==> src/rtl/sa_arb_pkg.sv <==
// ----------------------------------------------------------------------------
// sa_arb_pkg
// Shared types and constants for the two-source packet arbiter.
//   arb_state_e : arbiter FSM encoding (IDLE / LOCK0 / LOCK1)
//   SRC_W       : width of a source id
//   PERF_CNT_W  : width of the optional per-source packet counters
//   lock_of()   : maps a source id to its packet-lock state
// ----------------------------------------------------------------------------
package sa_arb_pkg;

    typedef enum logic [1:0] {
        IDLE  = 2'd0,
        LOCK0 = 2'd1,
        LOCK1 = 2'd2
    } arb_state_e;

    localparam int SRC_W      = 1;
    localparam int PERF_CNT_W = 32;

    function automatic arb_state_e lock_of(input logic src);
        return src ? LOCK1 : LOCK0;
    endfunction

endpackage

==> src/rtl/sa_rr_pick2.sv <==
// ----------------------------------------------------------------------------
// sa_rr_pick2
// Combinational two-way round-robin pick.
//   req[1:0] in  : request vector (bit n = source n)
//   ptr      in  : favoured source when both request
//   gnt[1:0] out : one-hot grant, zero when nothing requests
//   gnt_id   out : granted source id; equals ptr when nothing requests
// ----------------------------------------------------------------------------
module sa_rr_pick2
    import sa_arb_pkg::*;
(
    input  logic [1:0]       req,
    input  logic [SRC_W-1:0] ptr,
    output logic [1:0]       gnt,
    output logic [SRC_W-1:0] gnt_id
);

    always_comb begin
        gnt    = 2'b00;
        gnt_id = ptr;
        unique case (req)
            2'b01:   gnt_id = 1'b0;
            2'b10:   gnt_id = 1'b1;
            2'b11:   gnt_id = ptr;
            default: gnt_id = ptr;
        endcase
        if (req != 2'b00) begin
            gnt = gnt_id ? 2'b10 : 2'b01;
        end
    end

endmodule

==> src/rtl/sa_mux2_arb.sv <==
// ----------------------------------------------------------------------------
// sa_mux2_arb
// Packet-locked round-robin arbiter for a shared 2:1 data mux feeding one
// downstream valid/ready channel, with a single registered output stage.
//
// Parameters
//   DW       payload width per beat
//   RR_INIT  source favoured first after reset (0 or 1)
//
// Ports
//   core_clk, core_rstn          clock, async active-low reset
//   in0_vld/rdy/pd/last          source 0 beat channel
//   in1_vld/rdy/pd/last          source 1 beat channel
//   out_vld/rdy/pd/last/src      registered output beat + source id
//   mux_sel                      current mux select (0 = in0, 1 = in1)
//   perf_cnt0/1                  accepted-packet counts (SA_MUX2_ARB_PERF_EN only)
//
// Build option: define SA_MUX2_ARB_PERF_EN to add the saturating per-source
// packet counters and their ports.
//
// FSM states
//   state | meaning
//   IDLE  | between packets; round-robin pick among valid sources
//   LOCK0 | mid-packet from source 0; only source 0 may transfer
//   LOCK1 | mid-packet from source 1; only source 1 may transfer
// ----------------------------------------------------------------------------
module sa_mux2_arb
    import sa_arb_pkg::*;
#(
    parameter int DW      = 32,
    parameter int RR_INIT = 0
) (
    input  logic          core_clk,
    input  logic          core_rstn,

    input  logic          in0_vld,
    output logic          in0_rdy,
    input  logic [DW-1:0] in0_pd,
    input  logic          in0_last,

    input  logic          in1_vld,
    output logic          in1_rdy,
    input  logic [DW-1:0] in1_pd,
    input  logic          in1_last,

    output logic          out_vld,
    input  logic          out_rdy,
    output logic [DW-1:0] out_pd,
    output logic          out_last,
    output logic          out_src,

    output logic          mux_sel
`ifdef SA_MUX2_ARB_PERF_EN
    ,
    output logic [PERF_CNT_W-1:0] perf_cnt0,
    output logic [PERF_CNT_W-1:0] perf_cnt1
`endif
);

    localparam logic RR_INIT_B = (RR_INIT != 0);

    arb_state_e       state_q, state_d;
    logic [SRC_W-1:0] rr_ptr_q, rr_ptr_d;

    logic [1:0]       pick_gnt;
    logic [SRC_W-1:0] pick_id;
    logic [1:0]       grant;
    logic [SRC_W-1:0] sel;
    logic             ld;
    logic             xfer;
    logic [DW-1:0]    sel_pd;
    logic             sel_last;

    sa_rr_pick2 u_pick (
        .req    ({in1_vld, in0_vld}),
        .ptr    (rr_ptr_q),
        .gnt    (pick_gnt),
        .gnt_id (pick_id)
    );

    // The pipe can take a new beat when empty or when its beat leaves now.
    assign ld = !out_vld || out_rdy;

    always_comb begin
        state_d  = state_q;
        rr_ptr_d = rr_ptr_q;
        grant    = 2'b00;
        sel      = rr_ptr_q;

        unique case (state_q)
            IDLE: begin
                grant = pick_gnt;
                sel   = pick_id;
            end
            LOCK0: begin
                grant = 2'b01;
                sel   = 1'b0;
            end
            LOCK1: begin
                grant = 2'b10;
                sel   = 1'b1;
            end
            default: begin
                state_d = IDLE;
            end
        endcase

        // Ready is forced low in reset so no source sees a phantom accept.
        in0_rdy = ld && grant[0] && core_rstn;
        in1_rdy = ld && grant[1] && core_rstn;

        xfer     = (in0_vld && in0_rdy) || (in1_vld && in1_rdy);
        sel_pd   = sel ? in1_pd   : in0_pd;
        sel_last = sel ? in1_last : in0_last;

        if (xfer) begin
            if (sel_last) begin
                state_d  = IDLE;
                rr_ptr_d = ~sel;
            end else begin
                state_d  = lock_of(sel);
            end
        end
    end

    assign mux_sel = sel;

    always_ff @(posedge core_clk or negedge core_rstn) begin
        if (!core_rstn) begin
            state_q  <= IDLE;
            rr_ptr_q <= RR_INIT_B;
        end else begin
            state_q  <= state_d;
            rr_ptr_q <= rr_ptr_d;
        end
    end

    // Output stage: out_pd/last/src only update on a transfer, so a drain
    // (out_rdy with nothing accepted) clears out_vld but holds the payload.
    always_ff @(posedge core_clk or negedge core_rstn) begin
        if (!core_rstn) begin
            out_vld  <= 1'b0;
            out_pd   <= '0;
            out_last <= 1'b0;
            out_src  <= 1'b0;
        end else if (ld) begin
            out_vld <= xfer;
            if (xfer) begin
                out_pd   <= sel_pd;
                out_last <= sel_last;
                out_src  <= sel;
            end
        end
    end

`ifdef SA_MUX2_ARB_PERF_EN
    logic [PERF_CNT_W-1:0] perf_cnt0_q;
    logic [PERF_CNT_W-1:0] perf_cnt1_q;
    logic                  pkt_done0;
    logic                  pkt_done1;

    assign pkt_done0 = in0_vld && in0_rdy && in0_last;
    assign pkt_done1 = in1_vld && in1_rdy && in1_last;

    always_ff @(posedge core_clk or negedge core_rstn) begin
        if (!core_rstn) begin
            perf_cnt0_q <= '0;
            perf_cnt1_q <= '0;
        end else begin
            if (pkt_done0 && (perf_cnt0_q != '1)) begin
                perf_cnt0_q <= perf_cnt0_q + 1'b1;
            end
            if (pkt_done1 && (perf_cnt1_q != '1)) begin
                perf_cnt1_q <= perf_cnt1_q + 1'b1;
            end
        end
    end

    assign perf_cnt0 = perf_cnt0_q;
    assign perf_cnt1 = perf_cnt1_q;
`else
    // Counters and their ports are not built.
`endif

endmodule
==> config.mk <==
export PLATFORM = sky130hd
export DESIGN_NAME = sa_mux2_arb
export DESIGN_NICKNAME = d
export VERILOG_FILES = /design/src/rtl/sa_arb_pkg.sv /design/src/rtl/sa_rr_pick2.sv /design/src/rtl/sa_mux2_arb.sv
export SDC_FILE = /design/constraint.sdc
export NUM_CORES = 1
export LEC_CHECK = 0
export CAP_MARGIN = 20
export CORE_ASPECT_RATIO = 0.7
export CORE_MARGIN = 2
export CORE_UTILIZATION = 36
export CTS_BUF_LIST = sky130_fd_sc_hd__clkbuf_8
export CTS_CLUSTER_DIAMETER = 200
export CTS_CLUSTER_SIZE = 20
export DETAILED_ROUTE_END_ITERATION = 8
export PLACE_DENSITY_LB_ADDON = 0.3
export SETUP_SLACK_MARGIN = 0.3
export SLEW_MARGIN = 10
export SYNTH_ARGS = -nofsm -noshare
export SYNTH_HDL_FRONTEND = slang
export SYNTH_HIERARCHICAL = 1
export SYNTH_SLANG_ARGS = --single-unit
==> constraint.sdc <==
create_clock -name core_clk -period 2.8 [get_ports core_clk]
set_input_delay 0.84 -clock core_clk [delete_from_list [all_inputs] [get_ports core_clk]]
set_output_delay 0.84 -clock core_clk [all_outputs]
set_load 0.005 [all_outputs]
==> results by group <==
STA
  – Final setup vio count: 2
  – Fin crit period: about 2.9 ns
  – Max_slew headroom: 0.6857
  – Worst slew pin tran: between 0.4 and 0.5 ns
  – RSZ-0062 raised after global routing: true
  – Fin crit share: 1.038
  – Clk_skew: 0.003543 ns
  – Final TNS setup: -0.1673 ns
  – Fin. Hold Viols: 0
  – Max Clk Rate: approximately 340 MHz
  – Final Max Slew Viols: 0
  – Setup ws final: -0.1069 ns

Die
  – Core footprint: between 5000 and 6000 um^2
  – Initial Utilization: 0.3767
  – Ports: roughly 110
  – Die width: around 93 um
  – Chip height: 66.22 um
  – Die area: around 6200 um^2
  – # rows: 22

Worst setup path
  – Worst R2R End: out_pd[17]$_DFFE_PN0P_
  – Crit path DAT: around 2.1 ns
  – R2R cell count: 10
  – CP Data Required Time: approximately 2.0 ns
  – Slowest CP cell: mux2_4
  – Launch point of the worst reg-to-reg path: rr_ptr_q$_DFFE_PN0P_
  – Crit-path cells: buf_8, inv_8, ha_4, mux2_4, nor2_1, nor2_1, nor4b_2, buf_2
  – Crit path depth: 8
  – Reg2reg setup slack: roughly 0.58 ns
  – Max stage delay on crit path: around 0.3 ns
  – Delay-heaviest family, CP: simple AND/OR/NAND/NOR gates
  – CP max FO: 3
  – Most used cell, CP: nor2_1
  – Worst setup SP type: primary input
  – CP bufs+invs: 3
  – Worst setup startpoint: in1_vld
  – Crit Path Category: in -> out
  – CP endpoint kind: output pin
  – Setup crit end: in0_rdy

Power and ir drop
  – P_sw: 0.0009233 W
  – Pleak: 1.541 nW
  – Net Sw Frac: 0.2861
  – Cell Int Power: around 0.0023 W
  – Sequential power share: 0.308
  – PD cells: just over 900 nW/um^2
  – Max VDD drop: 0.4463 mV
  – Clock power share: 0.103
  – Proportion of power drawn by combinational gates: 0.589
  – Final Power: 0.003227 W

Synthesis
  – Distinct cells, synth: 22
  – Share of the synthesized area in the top cell type: 0.4777
  – Synth top cells by count: mux2_2, dfrtp_1, mux2_1, nor2_1
  – Cells after synthesis: around 140
  – Synth async-reset ratio: 1.000
  – Post-synth EDFFs: 0
  – Mapped Area: around 2000 um^2
  – Seq cells post-synth: 38
  – Area leader, netlist: dfrtp_1
  – Top area cells in the synthesized netlist: dfrtp_1, mux2_2, mux2_1
  – Syn avg cell area: about 14 um^2
  – Seq/Total Area, Yosys: 0.4777
  – Post-Syn Nets: between 200 and 250
  – Synth warn: 6
  – Top-count cell post-synth: mux2_2
  – Ys flop type: dfrtp_1

Place
  – Setup WS pre-CTS: -1.059 ns
  – Routability cong.: approximately 0.73
  – Post-DP HPWL: 3494 um
  – IO buf count: ~110

Layout
  – Share of cells above drive strength 1: 0.4060
  – P&R area growth vs syn: 79.20%
  – Inserted Diodes: 0
  – Util after Layout: 0.6750
  – Nets: 339

Outcome
  – Outcome: finished with violations
  – Failing checks: negative setup slack

Clocking
  – Clock Sinks: 38
  – Clk Latency, worst-skew pair: about 0.28 ns
  – Root Buffer: clkbuf_8
  – Num CTS Buffers: 5
  – CTS tree: done
  – CTS max path bufs: 2
  – H-tree depth: 2
  – Worst-path clk slew: roughly 0.070 ns

Min path
  – Hold Crit Class: reg -> reg

Route
  – Vias: around 1.6k
  – Initial DRC Count: 24
  – Post-Route WL: around 5200 um
  – Routed len/inst: between 15 and 20 um
  – DRC: 0
  – Antenna Nets Post-Route: 0
  – Vias per Instance: 4.749
  – 1st-pass router iterations: 4

Global routing
  – Grt total ovfl: 0
  – Initial antenna violation count: 0
  – Largest net degree at the start of global routing: 39
  – All-Layer GR Usage: 0.1533
  – First-pass GRT wire length: 7320 um
  – Vias in the first global route: 1544

Job
  – Max cap viols: 0
==> worst min path at each step <==
stage | from | to | cells past startpoint
final | out_pd[6]$_DFFE_PN0P_ | out_pd[6]$_DFFE_PN0P_ | 1
after global routing | out_pd[6]$_DFFE_PN0P_ | out_pd[6]$_DFFE_PN0P_ | 1
after CTS | out_pd[26]$_DFFE_PN0P_ | out_pd[26]$_DFFE_PN0P_ | 1
after detailed placement | out_pd[26]$_DFFE_PN0P_ | out_pd[26]$_DFFE_PN0P_ | 1
after global placement | out_pd[27]$_DFFE_PN0P_ | out_pd[27]$_DFFE_PN0P_ | 1
after floorplan | out_last$_DFFE_PN0P_ | out_last$_DFFE_PN0P_ | 1
==> power by group through the flow <==
stage                     combinational (W)  clock, W  sequential, W
final                               0.00190  0.000334       0.000992
after global routing                0.00203  0.000376        0.00103
after CTS                           0.00159  0.000347       0.000975
after detailed placement            0.00158         0       0.000976
after global placement              0.00156         0       0.000962
after floorplan                    0.000752         0       0.000985
==> registers in the layout, summed over array words and instances (netlist names) <==
| name | flops |
|---|---|
| out_pd | 32 |
| state_q | 2 |
| rr_ptr_q | 1 |
| out_vld | 1 |
| out_src | 1 |
| out_last | 1 |
==> metrics by stage <==
stage,instance area (um^2),hold WS [ns],instances
5_1_grt,3567,0.5191,338
3_3_place_gp,3238,0.4658,323
6_report,3567,0.5086,338
4_1_cts,3334,0.4910,331
3_5_place_dp,3238,0.4752,323
2_1_floorplan,2042,0.4828,142
==> cell usage in the layout (no fill, tap or decap), drive strengths merged, types with 2 or more instances in the layout <==
master / count
clkdlybuf4s50: 102
mux2: 69
dfrtp: 38
buf: 21
clkbuf: 7
nor2: 5
inv: 5
nand2b: 4
nor2b: 3
nor4b: 2
ha: 2
==> timing repair <==
| action | CTS | global route |
|---|---|---|
| pin swaps | 4 | 5 |
| cloned | 0 | 2 |
| setup endpoints to repair | 41 | 39 |
| resized for setup | 27 | 42 |
| buffers inserted | 1 | 5 |
| hold buffers | 0 | 0 |
==> area by class of cell <==
type,instances,area (um^2)
clock buffer,5,68.82
clock inverter,2,7.507
fill,421,1718
inverter,3,26.28
multi-input combinational,93,1142
sequential,38,950.9
tap,72,90.09
timing repair buffer,125,1281
==> per-layer routing <==
layer	track usage	part of all wire
met5	0	0
met4	0.03309	0.011
met3	0.06842	0.11
met2	0.2382	0.42
met1	0.1984	0.46
==> cells by family (layout without fill, tap and decap cells) <==
kind of cell	after synthesis	after routing	share of synthesized area
buffers and inverters	11	135	0.03708
flip-flops	38	38	0.4777
adder cells (fa/ha/maj)	2	2	0.01257
multiplexers	70	70	0.3972
AO/OA/AOI/OAI	6	6	0.02326
AND/OR/NAND/NOR	15	15	0.05216
==> worst reg2reg max path, cell delays in order, from the launching register on <==
cell and delay (ns):
dfrtp_1 0.40, mux2_4 0.29, nor2_1 0.09, nor2_1 0.06, nor4b_2 0.24, buf_4 0.15
buf_6 0.08, buf_6 0.08, a22o_4 0.22, clkbuf_16 0.19, mux2_4 0.30
Power figures use the tool's default switching activity.
